<file path="src/rtl/mem_access_ctrl_pkg.sv">
// Shared types and defaults for the MEM-stage load/store sequencer.
package mem_access_ctrl_pkg;

    localparam int WIDTH_MEM   = 32;
    localparam int TIMEOUT_DEF = 8;

    typedef enum logic [1:0] {
        ST_IDLE   = 2'd0,
        ST_ACCESS = 2'd1,
        ST_DONE   = 2'd2
    } state_t;

    typedef enum logic [1:0] {
        OP_NONE,
        OP_LOAD,
        OP_STORE,
        OP_ILLEGAL
    } mem_op_t;

    // Classifies the instruction sitting in the MEM stage.
    function automatic mem_op_t decode_op(input logic valid, input logic rd, input logic wr);
        mem_op_t op;
        op = OP_NONE;
        if (valid) begin
            case ({rd, wr})
                2'b10:   op = OP_LOAD;
                2'b01:   op = OP_STORE;
                2'b11:   op = OP_ILLEGAL;
                default: op = OP_NONE;
            endcase
        end
        return op;
    endfunction

endpackage

</file>
<file path="src/rtl/mem_access_ctrl_cnt.sv">
// Clearable, enabled wait counter; flags terminal count at TIMEOUT-1 and saturates there.
module mem_timeout_cnt
    import mem_access_ctrl_pkg::*;
#(
    parameter int TIMEOUT = TIMEOUT_DEF,
    parameter int CW      = $clog2(TIMEOUT)
) (
    input  logic clk,
    input  logic rst_n,
    input  logic clr,
    input  logic en,
    output logic tc
);

    localparam logic [CW-1:0] TC_VAL = CW'(TIMEOUT - 1);

    logic [CW-1:0] cnt;

    // NOTE: registers use non-blocking assignment so every flop samples pre-edge values.
    always_ff @(posedge clk) begin
        if (!rst_n) begin
            cnt <= '0;
        end else if (clr) begin
            cnt <= '0;
        end else if (en && !tc) begin
            cnt <= cnt + CW'(1);
        end
    end

    assign tc = (cnt == TC_VAL);

endmodule

</file>
<file path="src/rtl/mem_access_ctrl.sv">
// MEM-stage sequencer: drives a req/ack data memory, stalls the pipeline, bounds the wait.
module mem_access_ctrl
    import mem_access_ctrl_pkg::*;
#(
    parameter int WIDTH   = WIDTH_MEM,
    parameter int TIMEOUT = TIMEOUT_DEF
) (
    input  logic             i_clk,
    input  logic             i_rst_n,
    input  logic             i_valid,
    input  logic             i_mem_rd,
    input  logic             i_mem_wr,
    input  logic [WIDTH-1:0] i_alu_out,
    input  logic [WIDTH-1:0] i_wr_data,
    input  logic             i_mem_ack,
    output logic             o_mem_req,
    output logic             o_mem_we,
    output logic [WIDTH-1:0] o_mem_addr,
    output logic [WIDTH-1:0] o_mem_wdata,
    output logic             o_sel_mem,
    output logic             o_reg_we,
    output logic             o_done,
    output logic             o_timeout,
    output logic             o_err,
    output logic             o_stall
);

    localparam int CW = $clog2(TIMEOUT);

    state_t           state;
    state_t           nxt_state;
    mem_op_t          op;
    logic             accept;
    logic             cnt_clr;
    logic             cnt_en;
    logic             cnt_tc;

    logic             nxt_req;
    logic             nxt_we;
    logic [WIDTH-1:0] nxt_addr;
    logic [WIDTH-1:0] nxt_wdata;
    logic             nxt_sel;
    logic             nxt_reg_we;
    logic             nxt_done;
    logic             nxt_timeout;
    logic             nxt_err;

    assign op     = decode_op(i_valid, i_mem_rd, i_mem_wr);
    assign accept = (op == OP_LOAD) || (op == OP_STORE);

    mem_timeout_cnt #(
        .TIMEOUT (TIMEOUT),
        .CW      (CW)
    ) u_cnt (
        .clk   (i_clk),
        .rst_n (i_rst_n),
        .clr   (cnt_clr),
        .en    (cnt_en),
        .tc    (cnt_tc)
    );

    always_ff @(posedge i_clk) begin
        if (!i_rst_n) begin
            state <= ST_IDLE;
        end else begin
            state <= nxt_state;
        end
    end

    // Outputs are registered, so each DONE-cycle flag is computed on the edge entering DONE.
    always_comb begin
        // NOTE: every signal gets a default first so no path can infer a latch.
        nxt_state   = state;
        nxt_req     = o_mem_req;
        nxt_we      = o_mem_we;
        nxt_addr    = o_mem_addr;
        nxt_wdata   = o_mem_wdata;
        nxt_sel     = 1'b0;
        nxt_reg_we  = 1'b0;
        nxt_done    = 1'b0;
        nxt_timeout = 1'b0;
        nxt_err     = 1'b0;
        cnt_clr     = 1'b0;
        cnt_en      = 1'b0;

        unique case (state)
            ST_IDLE: begin
                if (accept) begin
                    nxt_state = ST_ACCESS;
                    nxt_req   = 1'b1;
                    nxt_we    = (op == OP_STORE);
                    nxt_addr  = i_alu_out;
                    nxt_wdata = i_wr_data;
                    cnt_clr   = 1'b1;
                end else if (op == OP_ILLEGAL) begin
                    nxt_err = 1'b1;
                end
            end
            ST_ACCESS: begin
                // Ack is checked first so a late ack on the last cycle still completes.
                if (i_mem_ack) begin
                    nxt_state  = ST_DONE;
                    nxt_req    = 1'b0;
                    nxt_done   = 1'b1;
                    nxt_sel    = !o_mem_we;
                    nxt_reg_we = !o_mem_we;
                end else if (cnt_tc) begin
                    nxt_state   = ST_DONE;
                    nxt_req     = 1'b0;
                    nxt_done    = 1'b1;
                    nxt_timeout = 1'b1;
                end else begin
                    cnt_en = 1'b1;
                end
            end
            ST_DONE: begin
                nxt_state = ST_IDLE;
            end
            default: begin
                nxt_state = ST_IDLE;
                nxt_req   = 1'b0;
            end
        endcase
    end

    always_ff @(posedge i_clk) begin
        // NOTE: address/data holding registers are reset as well; every registered output reads 0 after reset.
        if (!i_rst_n) begin
            o_mem_req   <= 1'b0;
            o_mem_we    <= 1'b0;
            o_mem_addr  <= '0;
            o_mem_wdata <= '0;
            o_sel_mem   <= 1'b0;
            o_reg_we    <= 1'b0;
            o_done      <= 1'b0;
            o_timeout   <= 1'b0;
            o_err       <= 1'b0;
        end else begin
            o_mem_req   <= nxt_req;
            o_mem_we    <= nxt_we;
            o_mem_addr  <= nxt_addr;
            o_mem_wdata <= nxt_wdata;
            o_sel_mem   <= nxt_sel;
            o_reg_we    <= nxt_reg_we;
            o_done      <= nxt_done;
            o_timeout   <= nxt_timeout;
            o_err       <= nxt_err;
        end
    end

    // Stall drops in DONE so the pipeline advances on the completion cycle.
    assign o_stall = (state == ST_ACCESS) || ((state == ST_IDLE) && accept);

endmodule

</file>
<file path="config.mk">
export PLATFORM = sky130hd
export DESIGN_NAME = mem_access_ctrl
export DESIGN_NICKNAME = d
export VERILOG_FILES = /design/src/rtl/mem_access_ctrl_pkg.sv /design/src/rtl/mem_access_ctrl_cnt.sv /design/src/rtl/mem_access_ctrl.sv
export SDC_FILE = /design/constraint.sdc
export NUM_CORES = 1
export LEC_CHECK = 0
export ABC_AREA = 1
export CORE_MARGIN = 8
export CORE_UTILIZATION = 40
export CTS_CLUSTER_DIAMETER = 100
export CTS_CLUSTER_SIZE = 10
export DETAILED_ROUTE_END_ITERATION = 8
export HOLD_SLACK_MARGIN = 0.02
export PLACE_DENSITY = 0.75
export SYNTH_ARGS = -nofsm -noshare
export SYNTH_HDL_FRONTEND = slang
export SYNTH_HIERARCHICAL = 1
export SYNTH_SLANG_ARGS = --single-unit
export TNS_END_PERCENT = 1
</file>
<file path="constraint.sdc">
create_clock -name i_clk -period 2.75 [get_ports i_clk]
set_input_delay 0.4125 -clock i_clk [delete_from_list [all_inputs] [get_ports i_clk]]
set_output_delay 0.4125 -clock i_clk [all_outputs]
set_load 0.02 [all_outputs]
</file>
==> run summary <==
RUN
------------------------------------------------------------------------------------------------------
Count of maximum capacitance violations                                                              0

CTS
------------------------------------------------------------------------------------------------------
Count of cells resized by post-cts repair                                                            0
Root buffer cell                                                                          sky130_fd_sc_hd__clkbuf_8
Post CTS Setup Buffer Count                                                                          0
# H-tree levels                                                                                      3
CTS Sinks                                                                                           75
Clock tree buffer depth                                                                              2
TritonCTS clock tree                                                                               yes
Total CTS buffers                                                                                    9
Clock latency at the later pin of the worst-skew pair                                           340 ps
Clock transition at the register clock pins on the worst setup and hold paths after CTS          80 ps
Hold-fix buffers, CTS                                                                                0

FLOORPLANNING
------------------------------------------------------------------------------------------------------
Die Span Y                                                                                      106 um
Overall die width                                                                               106 um
Die area                                                                                    0.0113 mm2
Area of the core                                                                           0.00805 mm2
I/O pin count                                                                                      142
Initial Utilization                                                                              0.404
Site row count                                                                                      33

STATUS
------------------------------------------------------------------------------------------------------
Status                                                                                    complete, no violations

TIMING
------------------------------------------------------------------------------------------------------
Final-report max-slew violation count                                                                0
Transition at the pin with the smallest max-transition slack                                    564 ps
Final Critical Period                                                                          2500 ps
Post-Route Setup TNS                                                                              0 ps
Worst clock skew on the final layout                                                           8.44 ps
Count of endpoints failing hold in the final timing report                                           0
Worst max-slew margin expressed relative to the limit                                            0.624
Maximum clock frequency                                                                      0.399 GHz
Unrepaired setup endpoints after global routing                                                  false
Final-layout worst hold slack                                                                   447 ps
Tcrit/Tclk final                                                                                 0.911
Final setup violation count                                                                          0

WORST SETUP PATH
------------------------------------------------------------------------------------------------------
Worst endpoint data arrival time                                                               2090 ps
Slowest stage delay, CP                                                                         630 ps
Data required time of the worst path                                                           2340 ps
Largest fanout of any net on the critical path                                                       3
Standard cell with the maximum stage delay on the critical path                           sky130_fd_sc_hd__clkdlybuf4s50_1
Critical path class                                                                          in -> out
Crit-path cells                                                                           clkdlybuf4s50_1 > nand2_1 > ha_1 > a21oi_1 > clkdlybuf4s50_1
Worst Setup Start Kind                                                                    primary input
Crit end category                                                                          output port
Cell repeated most along the worst path                                                   sky130_fd_sc_hd__clkdlybuf4s50_1

ROUTING
------------------------------------------------------------------------------------------------------
M1 wire length                                                                                 4.07 mm
Length of the first detailed-routing pass in iterations                                              5
Average routed wire per standard cell                                                          13.8 um
Final antenna-violating net count                                                                    0
Highest routed metal layer                                                                        met4
Number of remaining DRC errors                                                                       0
Vias                                                                                              3145
Number of vias per cell                                                                           4.81
Met3 layer wire length in the routed design                                                     751 um
Final Routed Wirelength                                                                        9.02 mm
Iteration-0 DRC Markers                                                                             90
Total length of routed met2 wires                                                              4.00 mm

SYNTH
------------------------------------------------------------------------------------------------------
Sequential fraction of the synthesis area                                                        0.461
Share of flip-flops with an asynchronous set or reset                                                0
Ys Warns                                                                                             6
Library cell occupying the most area in the post-synthesis netlist                        sky130_fd_sc_hd__dfxtp_1
Distinct cell type count after synthesis                                                            16
Main flop type after synthesis                                                            sky130_fd_sc_hd__dfxtp_1
Share of Yosys cell area claimed by the top area cell type                                       0.461
Post-Syn Area per Cell                                                                        7.66 um2
Top cells by count, synth                                                                 79 x sky130_fd_sc_hd__nor2_1, 75 x sky130_fd_sc_hd__dfxtp_1, 75 x sky130_fd_sc_hd__nand2_1, 67 x sky130_fd_sc_hd__a21oi_1, 65 x sky130_fd_sc_hd__nand3b_1
Post-synth EDFFs                                                                                     0
Area of the mapped netlist                                                                 0.00326 mm2
Yosys reg bits                                                                                      75
Cell count after synthesis                                                                         425
Cell with the most instances after synthesis                                              sky130_fd_sc_hd__nor2_1
Dominant cells by area after synthesis                                                    sky130_fd_sc_hd__dfxtp_1 46%, sky130_fd_sc_hd__nand3b_1 15%, sky130_fd_sc_hd__a21oi_1 10%
Net count after synthesis                                                                          499

PLACE
------------------------------------------------------------------------------------------------------
Placed Instance Area                                                                       0.00468 mm2
I/O Buffers                                                                                        141
Final weighted congestion in routability-driven placement                                        0.719
Dpl hpwl                                                                                       6.19 mm

FINAL LAYOUT
------------------------------------------------------------------------------------------------------
Fraction of layout instances using a drive strength above 1                                     0.0455
Area Overhead vs Synth                                                                           49.5%
Count of antenna diodes in the layout                                                                0
Number of filler cells placed in the layout                                                        770
Net count of the finished layout                                                                   618
Cell area after layout                                                                     0.00487 mm2

MIN PATH
------------------------------------------------------------------------------------------------------
Type of the most critical hold path                                                         reg -> reg

GRT
------------------------------------------------------------------------------------------------------
Global route overflow                                                                                0
Global-route usage over all layers                                                               0.155
Initial antenna violation count                                                                      0
Number of global-route vias before repair                                                         2959
Global-route wire length before repair                                                         14.5 mm
Pin count of the biggest net entering global routing                                               131

PWR
------------------------------------------------------------------------------------------------------
Max IR drop VDD                                                                             0.000336 V
Power density normalized to cell area                                                       605 mW/mm2
Leakage                                                                                        1.97 nW

==> report_power, final <==
group / total (W) / switching [W] / leakage, nW / internal (W)
sequential: 0.00127 / 0.0000618 / 0.619 / 0.00120
combinational: 0.000890 / 0.000461 / 1.26 / 0.000429
clock: 0.000790 / 0.000412 / 0.0880 / 0.000378
total: 0.00295 / 0.000935 / 1.97 / 0.00201
==> flip-flops by register name (all words and copies together) (netlist names), 2 cells and up <==
name         count
state            2
u_cnt/cnt        3
o_mem_wdata     32
o_mem_addr      32
==> critical path, delay by kind of cell <==
family          cells  cell delay [ps]
buf+inv             2             1100
compound gates      1              160
simple gates        1               70
fa+ha+maj           1              340
==> metrics by stage <==
step / setup WS [ps] / cells / utilization / total power [W]
after floorplan: 1150 / 425 / - / 0.00180
after global placement: 278 / 638 / 0.581 / 0.00217
after detailed placement: 231 / 638 / 0.581 / 0.00219
after CTS: 226 / 654 / 0.605 / 0.00298
after global routing: 172 / 654 / 0.605 / 0.00311
final: 246 / 654 / 0.605 / 0.00295
==> metal layers <==
metal / global-route usage / up-vias
met3: 0.0593 / 16
met2: 0.246 / 95
li1: - / 1619
met4: 0.0643 / 0
met1: 0.185 / 1415
met5: 0 / -
==> placed cells by master (no fill, tap or decap), types with 2 or more instances in the layout <==
cell	netlist	routed
sky130_fd_sc_hd__clkdlybuf4s50_1	0	140
sky130_fd_sc_hd__dfxtp_1	75	75
sky130_fd_sc_hd__nand2_1	75	75
sky130_fd_sc_hd__clkinvlp_4	0	3
sky130_fd_sc_hd__nor2_1	79	79
sky130_fd_sc_hd__clkbuf_8	0	11
sky130_fd_sc_hd__nand3_1	6	6
sky130_fd_sc_hd__buf_12	0	4
sky130_fd_sc_hd__a21oi_1	67	67
sky130_fd_sc_hd__ha_1	4	4
sky130_fd_sc_hd__clkinv_2	0	2
sky130_fd_sc_hd__nand3b_1	65	65
sky130_fd_sc_hd__inv_1	11	11
==> worst paths after layout <==
path	startpoint	to	slack (ps)	cells past startpoint
min reg2reg	o_mem_we	o_reg_we	450	1
min	o_mem_we	o_reg_we	450	1
max reg2reg	u_cnt/cnt[0]	u_cnt/cnt[1]	1100	9
max	i_valid	o_stall	250	5
==> area by class of cell <==
class	count	area, um2	area share
clock inverters	5	36.3	0.00745
inverters	13	50.0	0.0103
repair buffers	145	1490	0.305
clock buffers	11	151	0.0311
flip-flops and latches	75	1500	0.308
well taps	105	131	0.0270
multi-input cells	300	1510	0.310
==> logic make-up (layout without fill, tap and decap cells) <==
group,count (synthesis),count (layout),synth area share
AO/OA/AOI/OAI,68,68,0.105
adder cells (fa/ha/maj),4,4,0.0154
buffers and inverters,50,174,0.0761
AND/OR/NAND/NOR,228,228,0.342
flip-flops,75,75,0.461
(Power assumes the default switching activity.)
